--- config.mk ---
export PLATFORM = sky130hd
export DESIGN_NAME = order_encoder
export DESIGN_NICKNAME = d
export VERILOG_FILES = /design/src/rtl/order_encoder.sv
export SDC_FILE = /design/constraint.sdc
export NUM_CORES = 1
export LEC_CHECK = 0
export ABC_AREA = 0
export ABC_CLOCK_PERIOD_IN_PS = 2300
export CAP_MARGIN = 20
export CORE_ASPECT_RATIO = 1.5
export CORE_MARGIN = 8
export CORE_UTILIZATION = 43
export DETAILED_ROUTE_END_ITERATION = 8
export PLACE_DENSITY = 0.85
export SKIP_LAST_GASP = 1
export SYNTH_ARGS = -nofsm -noshare
export SYNTH_HDL_FRONTEND = slang
export SYNTH_SLANG_ARGS = --single-unit
--- constraint.sdc ---
create_clock -name clk -period 2.3 [get_ports clk]
set_input_delay 0.69 -clock clk [delete_from_list [all_inputs] [get_ports clk]]
set_output_delay 0.69 -clock clk [all_outputs]
set_load 0.005 [all_outputs]
--- src/rtl/order_encoder.sv ---
// Serializes one accepted order into a big-endian 64-bit Avalon-ST packet with a sequence stamp.
// Optional macro ORDER_ENC_CKSUM_EN appends a fourth beat carrying a 16-bit word checksum.
module order_encoder #(
  parameter int          C_PKT_DATA_WIDTH  = 64,
  parameter int          C_PKT_EMPTY_WIDTH = 3,
  parameter logic [7:0]  MSG_TYPE          = 8'h4F,
  parameter logic [15:0] SEQ_INIT          = 16'h0000
) (
  input  logic                         clk,
  input  logic                         reset_n,
  input  logic                         ord_valid,
  output logic                         ord_ready,
  input  logic                         ord_side,
  input  logic [31:0]                  ord_ref,
  input  logic [63:0]                  ord_stock,
  input  logic [31:0]                  ord_price,
  input  logic [31:0]                  ord_volume,
  input  logic                         out_ready,
  output logic                         out_valid,
  output logic                         out_startofpacket,
  output logic                         out_endofpacket,
  output logic [C_PKT_DATA_WIDTH-1:0]  out_data,
  output logic [C_PKT_EMPTY_WIDTH-1:0] out_empty,
  output logic                         out_error,
  output logic [31:0]                  pkt_cnt
);

  if (C_PKT_DATA_WIDTH != 64) begin : g_width_check
    $error("order_encoder supports only C_PKT_DATA_WIDTH = 64");
  end

  // Handshakes: a transfer happens on a rising clk edge where valid and ready
  // are both high; once out_valid rises, it and the beat fields hold until taken.
`ifdef ORDER_ENC_CKSUM_EN
  typedef enum logic [2:0] {IDLE, BEAT0, BEAT1, BEAT2, BEAT3} state_t;
`else
  typedef enum logic [2:0] {IDLE, BEAT0, BEAT1, BEAT2} state_t;
`endif

  state_t       state_q, state_d;
  logic         ord_ready_q;
  logic         side_q;
  logic [31:0]  ref_q;
  logic [63:0]  stock_q;
  logic [31:0]  price_q;
  logic [31:0]  volume_q;
  logic [15:0]  seq_q;
  logic [31:0]  pkt_cnt_q;
  logic         accept;
  logic         last_beat_done;
  logic [7:0]   side_byte;
  logic [63:0]  beat_data;

  assign accept    = (state_q == IDLE) && ord_valid;
  assign side_byte = side_q ? 8'h53 : 8'h42;

`ifdef ORDER_ENC_CKSUM_EN
  // Derived from the holding registers, which are frozen for the whole packet.
  logic [15:0] cksum;
  assign cksum = {MSG_TYPE, side_byte} + seq_q + ref_q[31:16] + ref_q[15:0]
               + stock_q[63:48] + stock_q[47:32] + stock_q[31:16] + stock_q[15:0]
               + price_q[31:16] + price_q[15:0] + volume_q[31:16] + volume_q[15:0];
`endif

  always_ff @(posedge clk) begin
    if (!reset_n) begin
      state_q     <= IDLE;
      ord_ready_q <= 1'b1;
      side_q      <= 1'b0;
      ref_q       <= '0;
      stock_q     <= '0;
      price_q     <= '0;
      volume_q    <= '0;
      seq_q       <= SEQ_INIT;
      pkt_cnt_q   <= '0;
    end else begin
      state_q     <= state_d;
      ord_ready_q <= (state_d == IDLE);
      if (accept) begin
        side_q   <= ord_side;
        ref_q    <= ord_ref;
        stock_q  <= ord_stock;
        price_q  <= ord_price;
        volume_q <= ord_volume;
      end
      if (last_beat_done) begin
        seq_q <= seq_q + 16'd1;
        if (pkt_cnt_q != 32'hFFFF_FFFF) pkt_cnt_q <= pkt_cnt_q + 32'd1;
      end
    end
  end

  always_comb begin
    state_d           = state_q;
    out_valid         = 1'b0;
    out_startofpacket = 1'b0;
    out_endofpacket   = 1'b0;
    out_empty         = '0;
    beat_data         = '0;
    last_beat_done    = 1'b0;
    case (state_q)
      IDLE: begin
        if (ord_valid) state_d = BEAT0;
      end
      BEAT0: begin
        out_valid         = 1'b1;
        out_startofpacket = 1'b1;
        beat_data         = {MSG_TYPE, side_byte, seq_q, ref_q};
        if (out_ready) state_d = BEAT1;
      end
      BEAT1: begin
        out_valid = 1'b1;
        beat_data = stock_q;
        if (out_ready) state_d = BEAT2;
      end
      BEAT2: begin
        out_valid = 1'b1;
        beat_data = {price_q, volume_q};
`ifdef ORDER_ENC_CKSUM_EN
        if (out_ready) state_d = BEAT3;
`else
        out_endofpacket = 1'b1;
        if (out_ready) begin
          state_d        = IDLE;
          last_beat_done = 1'b1;
        end
`endif
      end
`ifdef ORDER_ENC_CKSUM_EN
      BEAT3: begin
        out_valid       = 1'b1;
        out_endofpacket = 1'b1;
        out_empty       = C_PKT_EMPTY_WIDTH'(6);
        beat_data       = {cksum, 48'h0};
        if (out_ready) begin
          state_d        = IDLE;
          last_beat_done = 1'b1;
        end
      end
`endif
      default: state_d = IDLE;
    endcase
  end

  assign ord_ready = ord_ready_q;
  assign out_data  = beat_data;
  assign out_error = 1'b0;
  assign pkt_cnt   = pkt_cnt_q;

endmodule
==> results.yml <==
run_status:
  outcome: "complete, but fails checks"
  violations: "negative setup slack"
logic_synthesis:
  yosys.area.top_type_share: 0.458
  postSynth.asyncResetShare: 0
  synth_seq_cells: 213
  synth_top_family_by_area: "simple AND/OR/NAND/NOR gates"
  synth_cells: 1255
  syn_area_um2: 9320
  yosys.area_share.xor_xnor: 0.0207
  synth-seq-area-share: 0.458
  synth_fa_ha_area_frac: 0.00268
  synth_cell_types: 43
  synth_flop_cell: "dfxtp_1"
  synth-edff-count: 0
  synth_mux_area_frac: 0.0636
  syn_area_per_cell_um2: 7.43
  yosys.area_share.simple: 0.255
  yosys_warnings: 0
  yosysTopAreaCell: "dfxtp_1"
  ys_top_cells_by_area: "dfxtp_1, nand2_1, a21oi_1"
  synth_compound_area_frac: 0.156
hold_path:
  holdCritPathClass: "reg -> reg"
  min_path_cells: 2
setup_path:
  r2r_slack_ns: 0.05
  worst-setup-path-type: "reg -> out"
  worst_r2r_path_depth: 5
  worst_ep_arrival_time_ns: 1.88
  worst-path-max-fanout: 7
  crit_path_start_kind: "flop"
  critPathCaptureType: "output pin"
  cp.required_ns: 1.61
detailed_routing:
  vias_per_cell: 5.41
  drtIter0Drc: 677
  wl_per_cell_um: 18.2
  antenna_left: 0
  wl_mm: 33.7
  drt_drc_violations_left: 0
  num_vias: 10018
  first_pass_iters: 5
global_routing:
  grt_pass1_vias: 9872
  overflow: 0
  grt_first_pass_wirelength_mm: 51.1
  antenna_found_initial: 11
  grt_use_total: 0.238
  grt_max_degree: 92
sta:
  tightestPinTransition_ns: 0.500
  hold_slack_ns: 0.452
  final.period_utilization: 1.12
  clock_skew_ns: 0.00639
  rsz0062_at_grt: "yes"
  slew_headroom: 0.658
  setup_viol: 60
  slew_violations: 0
  layout_setup_ws_ns: -0.269
  period_needed_ns: 2.57
  hold_viol: 0
  fin_setup_tns_ns: -10.24
  timing.fmax_mhz: 389
placement:
  io_buffers: 264
  hpwlAfterDp_mm: 23.0
  dp.cells: 1777
  place_ws_ns: -0.356
  routabilityCongestion: 0.873
floorplanning:
  start_util: 0.434
  row_count: 66
  die_w_um: 136
  design.die.area_um2: 26700
  die_y_um: 196
  ioPinCount: 269
  coreArea_um2: 21500
clock_network:
  clk_pin_slew_ns: 0.06
  htree_levels: 1
  clk_path_buf_depth: 3
  insertion_delay_ns: 0.50
  ctsHoldBuffers: 0
  root_buffer: "clkbuf_16"
  numCtsBuffers: 21
  clock_sinks: 213
  cts_tree: "yes"
flow_run:
  maxCapViolations: 0
final_layout:
  final_common_cell: "nand2_1"
  layout.cells.non_filler: 1852
  layout-drive-gt1-share: 0.167
  final_cell_mix: "nand2_1, a21oi_1, dfxtp_1"
  area.growth.synth_to_final_pct: 49.2
  final_nets: 1726
power_and_ir_drop:
  leakagePower_uw: 0.00505
  power.density_nw_per_um2: 617
  ir_worst_vdd_mv: 0.550
  power_uw: 8580
repair_timing:
| action | 4_1_cts | 5_1_grt |
|---|---|---|
| pin swaps | 8 | 34 |
| gates resized for setup | 268 | 79 |
| gates cloned | 6 | 1 |
| setup endpoints to repair | 76 | 88 |
| setup buffers | 17 | 12 |
state kept, by name, summed over array words and instances, names as in the netlist:
name       count
stock_q       64
pkt_cnt       32
volume_q      32
price_q       32
ref_q         32
seq_q         16
side_q         1
ord_ready      1
state_q        3
cells by family (layout without fill, tap and decap cells):
group | count (synthesis) | after routing
xor+xnor | 22 | 22
other cells | 1 | 12
mux | 59 | 59
flops | 213 | 213
fa+ha+maj | 2 | 2
buf+inv | 101 | 415
simple gates | 577 | 577
compound gates | 280 | 280
routing by layer:
metal	track usage	up-vias	part of all wire
met4	0.138	8	0.052
met2	0.426	406	0.52
met1	0.248	4701	0.35
li1	-	4784	-
met5	0	-	0.0014
met3	0.0527	119	0.071
power breakdown:
group / switching [uW] / internal (uW) / leakage (uW) / total (uW)
Sequential: 82.7 / 3820 / 0.00174 / 3910
Combinational: 468 / 557 / 0.00296 / 1020
Clock: 1500 / 2150 / 0.000358 / 3650
Total: 2050 / 6530 / 0.00505 / 8580
final cells by class:
class / count / area, um2
Inverter: 8 / 37.5
Timing Repair Buffer: 370 / 3580
Clock buffer: 25 / 582
Sequential cell: 213 / 4280
Multi-Input combinational cell: 945 / 4920
Antenna cell: 7 / 17.5
Fill cell: 1776 / 7570
Tap cell: 272 / 340
Clock inverter: 12 / 145
path summary, 6_finish.rpt:
| kind | start | end |
|---|---|---|
| worst max-delay path | state_q[0] | out_data[17] |
| worst min register to register | price_q[26] | price_q[26] |
| worst max register to register | pkt_cnt[14] | pkt_cnt[26] |
| worst min-delay path | price_q[26] | price_q[26] |
stage by stage:
step                 util  area [um2]
finish              0.648       13900
global route        0.648       13900
CTS                 0.641       13800
detailed placement  0.593       12700
global placement    0.593       12700
floorplan               -        9360
critical path, stage by stage (launching register included):
cell and delay, ns:
dfxtp_4 0.43, nor2b_4 0.21, buf_12 0.15, buf_12 0.15
buf_12 0.11, a21oi_1 0.06, nor2_1 0.13, buf_2 0.14
cell usage after synthesis (4+ instances only):
library cell,number
nand2_1,362
a21oi_1,238
dfxtp_1,213
nor2_1,136
clkbuf_1,78
mux2i_1,57
o21ai_0,24
or3_1,17
xnor2_1,14
nand4_1,13
nand3_1,11
buf_1,8
inv_1,8
xor2_1,8
nor3_1,7
o31ai_1,5
or4_1,5
and2_1,4
and4_1,4
buf_4,4
nand2b_1,4
No activity file was read; power rests on OpenSTA's default activity.
==> variant 1: new RTL, same settings <==
Encoding of `state_t`: now one-hot (4 bits for 4 states).
--- a/src/rtl/order_encoder.sv
+++ b/src/rtl/order_encoder.sv
@@ -35,5 +35,5 @@
   typedef enum logic [2:0] {IDLE, BEAT0, BEAT1, BEAT2, BEAT3} state_t;
 `else
-  typedef enum logic [2:0] {IDLE, BEAT0, BEAT1, BEAT2} state_t;
+  typedef enum logic [3:0] {IDLE = 4'b0001, BEAT0 = 4'b0010, BEAT1 = 4'b0100, BEAT2 = 4'b1000} state_t;
 `endif
 
Behaviour: same outputs for any inputs over 4 cycles, from zero or initial values and one cycle with reset_n low; so few cycles prove little.
==> variant 1 against the original RTL <==
  * The run still ends with negative setup slack left
  * Final area is 3.9% lower
  * First-iteration DRC count rose by 30%
  * Wire length fell by 6.0%
  * Sequential cell count rose by 1
  * Combinational power down 9%
  * Total power is 2.8% lower
  * Via count shrank 3.8%
  * Fmax decreased by 8.4%
  * Worst setup slack worse by 0.24 ns
  * Synthesized area decreased by 4.9%
  * Critical endpoint is now out_data[32]
  * Largest cell class is now registers
==> variant 1: results <==
[status]
outcome = finished, violations left
failing_checks = negative setup slack

[critical_path]
worst_r2r_path_depth = 6
data_arrival_critical_path_ns = 2.11
critPathMaxStageDelay_ns = 0.57
critical_path.reg2reg.endpoint = pkt_cnt[29]
timing.reg2reg.setup_slack_ns = -0.18
crit_start = state_q[2]
crit-reg2reg-launch = state_q[2]
cp_endpoint = out_data[32]
crit_path_top_delay_cell = sky130_fd_sc_hd__or4b_4

[route]
wirelength_um = 31700
met2RoutedLength_um = 16100
drtIter0Drc = 880
drt-met1-wl_um = 11300
route.vias.total = 9635
met3RoutedLength_um = 2380
dr.pass1.iters = 7

[grt]
met1_usage_pct = 24.6
grt_pass1_wl_um = 48900
grt.met3_usage_pct = 4.79
globalRouteTotalUtil_pct = 23.2
grt_pass1_vias = 9675
pin_count_of_the_biggest_net_entering_global_routing = 105

[placed_design]
place.gp.congestion = 0.904

[finish]
fillCellCount = 1639
num-nets-final = 1617

[synthesis]
synth_xor_xnor_area_share_pct = 1.88
synth_seq_area_share_pct = 48.3
netlist_top_cells_area = sky130_fd_sc_hd__dfxtp_1, sky130_fd_sc_hd__nand2_1, sky130_fd_sc_hd__a21oi_1
synth_commonest_cells = sky130_fd_sc_hd__nand2_1, sky130_fd_sc_hd__dfxtp_1, sky130_fd_sc_hd__a21oi_1
synth_compound_area_share_pct = 20.1
post_synth_mux_area_share_pct = 0.678

[worst_hold_path]
hold_start = volume_q[8]
hold_end = volume_q[8]

[timing]
final.hold.worst_slack_ns = 0.453
final_critical_path_setup_slack_ns = -0.504
fin_skew_ns = 0.00904
final-setup-viol-count = 74

[power_and_ir_drop]
power.leakage_uw = 0.00546
[variant 1: per-stage QoR]
step	worst slack, ns	cell area [um^2]
after CTS	-0.569	13200
after global placement	-0.263	12300
after floorplan	0.00981	8890
final	-0.504	13400
after detailed placement	-0.310	12300
after global routing	-0.568	13400
[variant 1: where the power goes]
group,internal [uW],total [uW],switching [uW]
logic,482,933,451
clock network,1930,3400,1480
registers,3900,4010,108
[variant 1: timing repair]
item | CTS | global route
gates cloned | 7 | 2
setup endpoints to repair | 77 | 97
setup buffers | 23 | 8
resized for setup | 303 | 47
pin swaps | 29 | 28
[variant 1: final cells by class]
cell class	instances	area [um^2]	share of cell area, %
antenna	4	10.0	0.0749
clock buffer	25	541	4.04
tap	264	330	2.47
multi-input combinational	781	4220	31.6
sequential	214	4290	32.1
clock inverter	13	134	1.00
inverter	59	234	1.75
timing repair buffer	373	3610	27.0
==> variant 2: new RTL, config.mk and constraints unchanged <==
Made on the original files. Set the parameter `C_PKT_EMPTY_WIDTH` to 6 (it was 3).
--- a/src/rtl/order_encoder.sv
+++ b/src/rtl/order_encoder.sv
@@ -3,5 +3,5 @@
 module order_encoder #(
   parameter int          C_PKT_DATA_WIDTH  = 64,
-  parameter int          C_PKT_EMPTY_WIDTH = 3,
+  parameter int          C_PKT_EMPTY_WIDTH = 6,
   parameter logic [7:0]  MSG_TYPE          = 8'h4F,
   parameter logic [15:0] SEQ_INIT          = 16'h0000
Ports: changed (resized out_empty); port bits go from 269 to 272. No check against the original RTL was run, so the function may have changed too.
==> variant 2 against the original RTL <==
  * The flow still finishes with violations (negative setup slack)
  * Sequential cell count stayed put
  * Clock power is 4% lower
  * Final area is 1.2% higher
  * Sequential power hardly changed
  * Wire length is 1.4% lower
  * Total power is 1.4% lower
  * Synthesized area is 0.24% higher
  * Final cell count is 1.0% higher
  * Die area is 0.22% higher
  * Worst setup slack worse by 0.017 ns
  * Global-route usage is 0.35 points lower
  * Core utilization is 0.54 points higher
==> variant 2: results <==
[clock_network]
clock_pin_transition_on_the_worst_setup_and_hold_timing_paths_ns = 0.07
post-cts-setup-buffers = 38
post_cts_resized = 287

[route]
met3RoutedLength_um = 2130
detail_route.vias_per_cell = 5.37
drt-met1-wl_um = 11700
wirelength_um = 33200
met2RoutedLength_um = 17300
drtIter0Drc = 609

[timing]
final-setup-viol-count = 62
final_critical_path_setup_slack_ns = -0.285
tightest_slew_ns = 0.613
fin_skew_ns = 0.0160

[power_and_ir_drop]
ir_drop_mv = 0.585
power.leakage_uw = 0.00521

[status]
outcome = finished, violations left
failing_checks = negative setup slack

[finish]
final_cells = 1871
fillCellCount = 1739
post_route_cells_drive_above_1_share_pct = 18.4
num-nets-final = 1749

[critical_path]
data_arrival_critical_path_ns = 1.90

[grt]
met1_usage_pct = 23.8
grt.met3_usage_pct = 4.46
globalRouteTotalUtil_pct = 23.4
pin_count_of_the_biggest_net_entering_global_routing = 123
grt_pass1_wl_um = 50800
global_route.usage.met2_pct = 43.3
initial_antenna_violation_count = 7
grt_pass1_vias = 10016

[synthesis]
synth_compound_area_share_pct = 15.6
netlist_top_cells_area = sky130_fd_sc_hd__dfxtp_1, sky130_fd_sc_hd__nand2_1, sky130_fd_sc_hd__a21oi_1
synth_seq_area_share_pct = 45.6
syn_inst = 1258
synth_xor_xnor_area_share_pct = 2.06
async_flop_share_pct = 0

[placed_design]
place.gp.congestion = 0.841
place_inst = 1781
detailed_place_hpwl_um = 22500
place_worst_setup_slack_ns = -0.581
variant 2: cell families after synthesis:
logic type | Yosys count
adders and majority gates | 2
xor gates and xnor gates | 22
AOI/OAI and AO/OA | 280
other | 1
muxes | 59
buffers and inverters | 104
DFF | 213
and+or+nand+nor | 577
variant 2: cell type report:
class                   count  share of cell area, %
multi-input cells         948                   35.4
flip-flops and latches    213                   30.4
repair buffers            390                   26.5
clock buffers              25                   4.05
well taps                 272                   2.42
clock inverters            10                  0.871
inverters                   8                  0.249
diodes                      5                 0.0889
variant 2: critical path: stages (launching register included):
cell,delay [ns]
sky130_fd_sc_hd__dfxtp_4,0.39
sky130_fd_sc_hd__buf_4,0.15
sky130_fd_sc_hd__buf_12,0.13
sky130_fd_sc_hd__buf_4,0.15
sky130_fd_sc_hd__mux2_4,0.30
sky130_fd_sc_hd__nand2_1,0.08
sky130_fd_sc_hd__a21oi_2,0.06
sky130_fd_sc_hd__buf_2,0.14
variant 2: path summary, 6_finish.rpt:
kind | from | slack [ns] | to | cells after the start
max | state_q[0] | -0.29 | out_data[48] | 7
min | stock_q[14] | 0.45 | stock_q[14] | 2
max reg2reg | state_q[0] | 0.06 | pkt_cnt[21] | 8
min reg2reg | stock_q[14] | 0.45 | stock_q[14] | 2
variant 2: per-stage QoR:
stage | area [um^2] | setup TNS, ns | utilization (%) | power, uW
after detailed placement | 12800 | -10.39 | 59.4 | 4890
after CTS | 14000 | -14.09 | 64.9 | 8480
after global placement | 12800 | -7.53 | 59.4 | 4870
after global routing | 14100 | -16.85 | 65.3 | 8760
after floorplan | 9400 | -0.00960 | - | 4380
final | 14100 | -11.01 | 65.3 | 8460
variant 2: power by group:
part           internal [uW]  total, uW  switching, uW
combinational            578       1050            472
clock                   2010       3500           1490
sequential              3820       3910           86.6
total                   6410       8460           2050
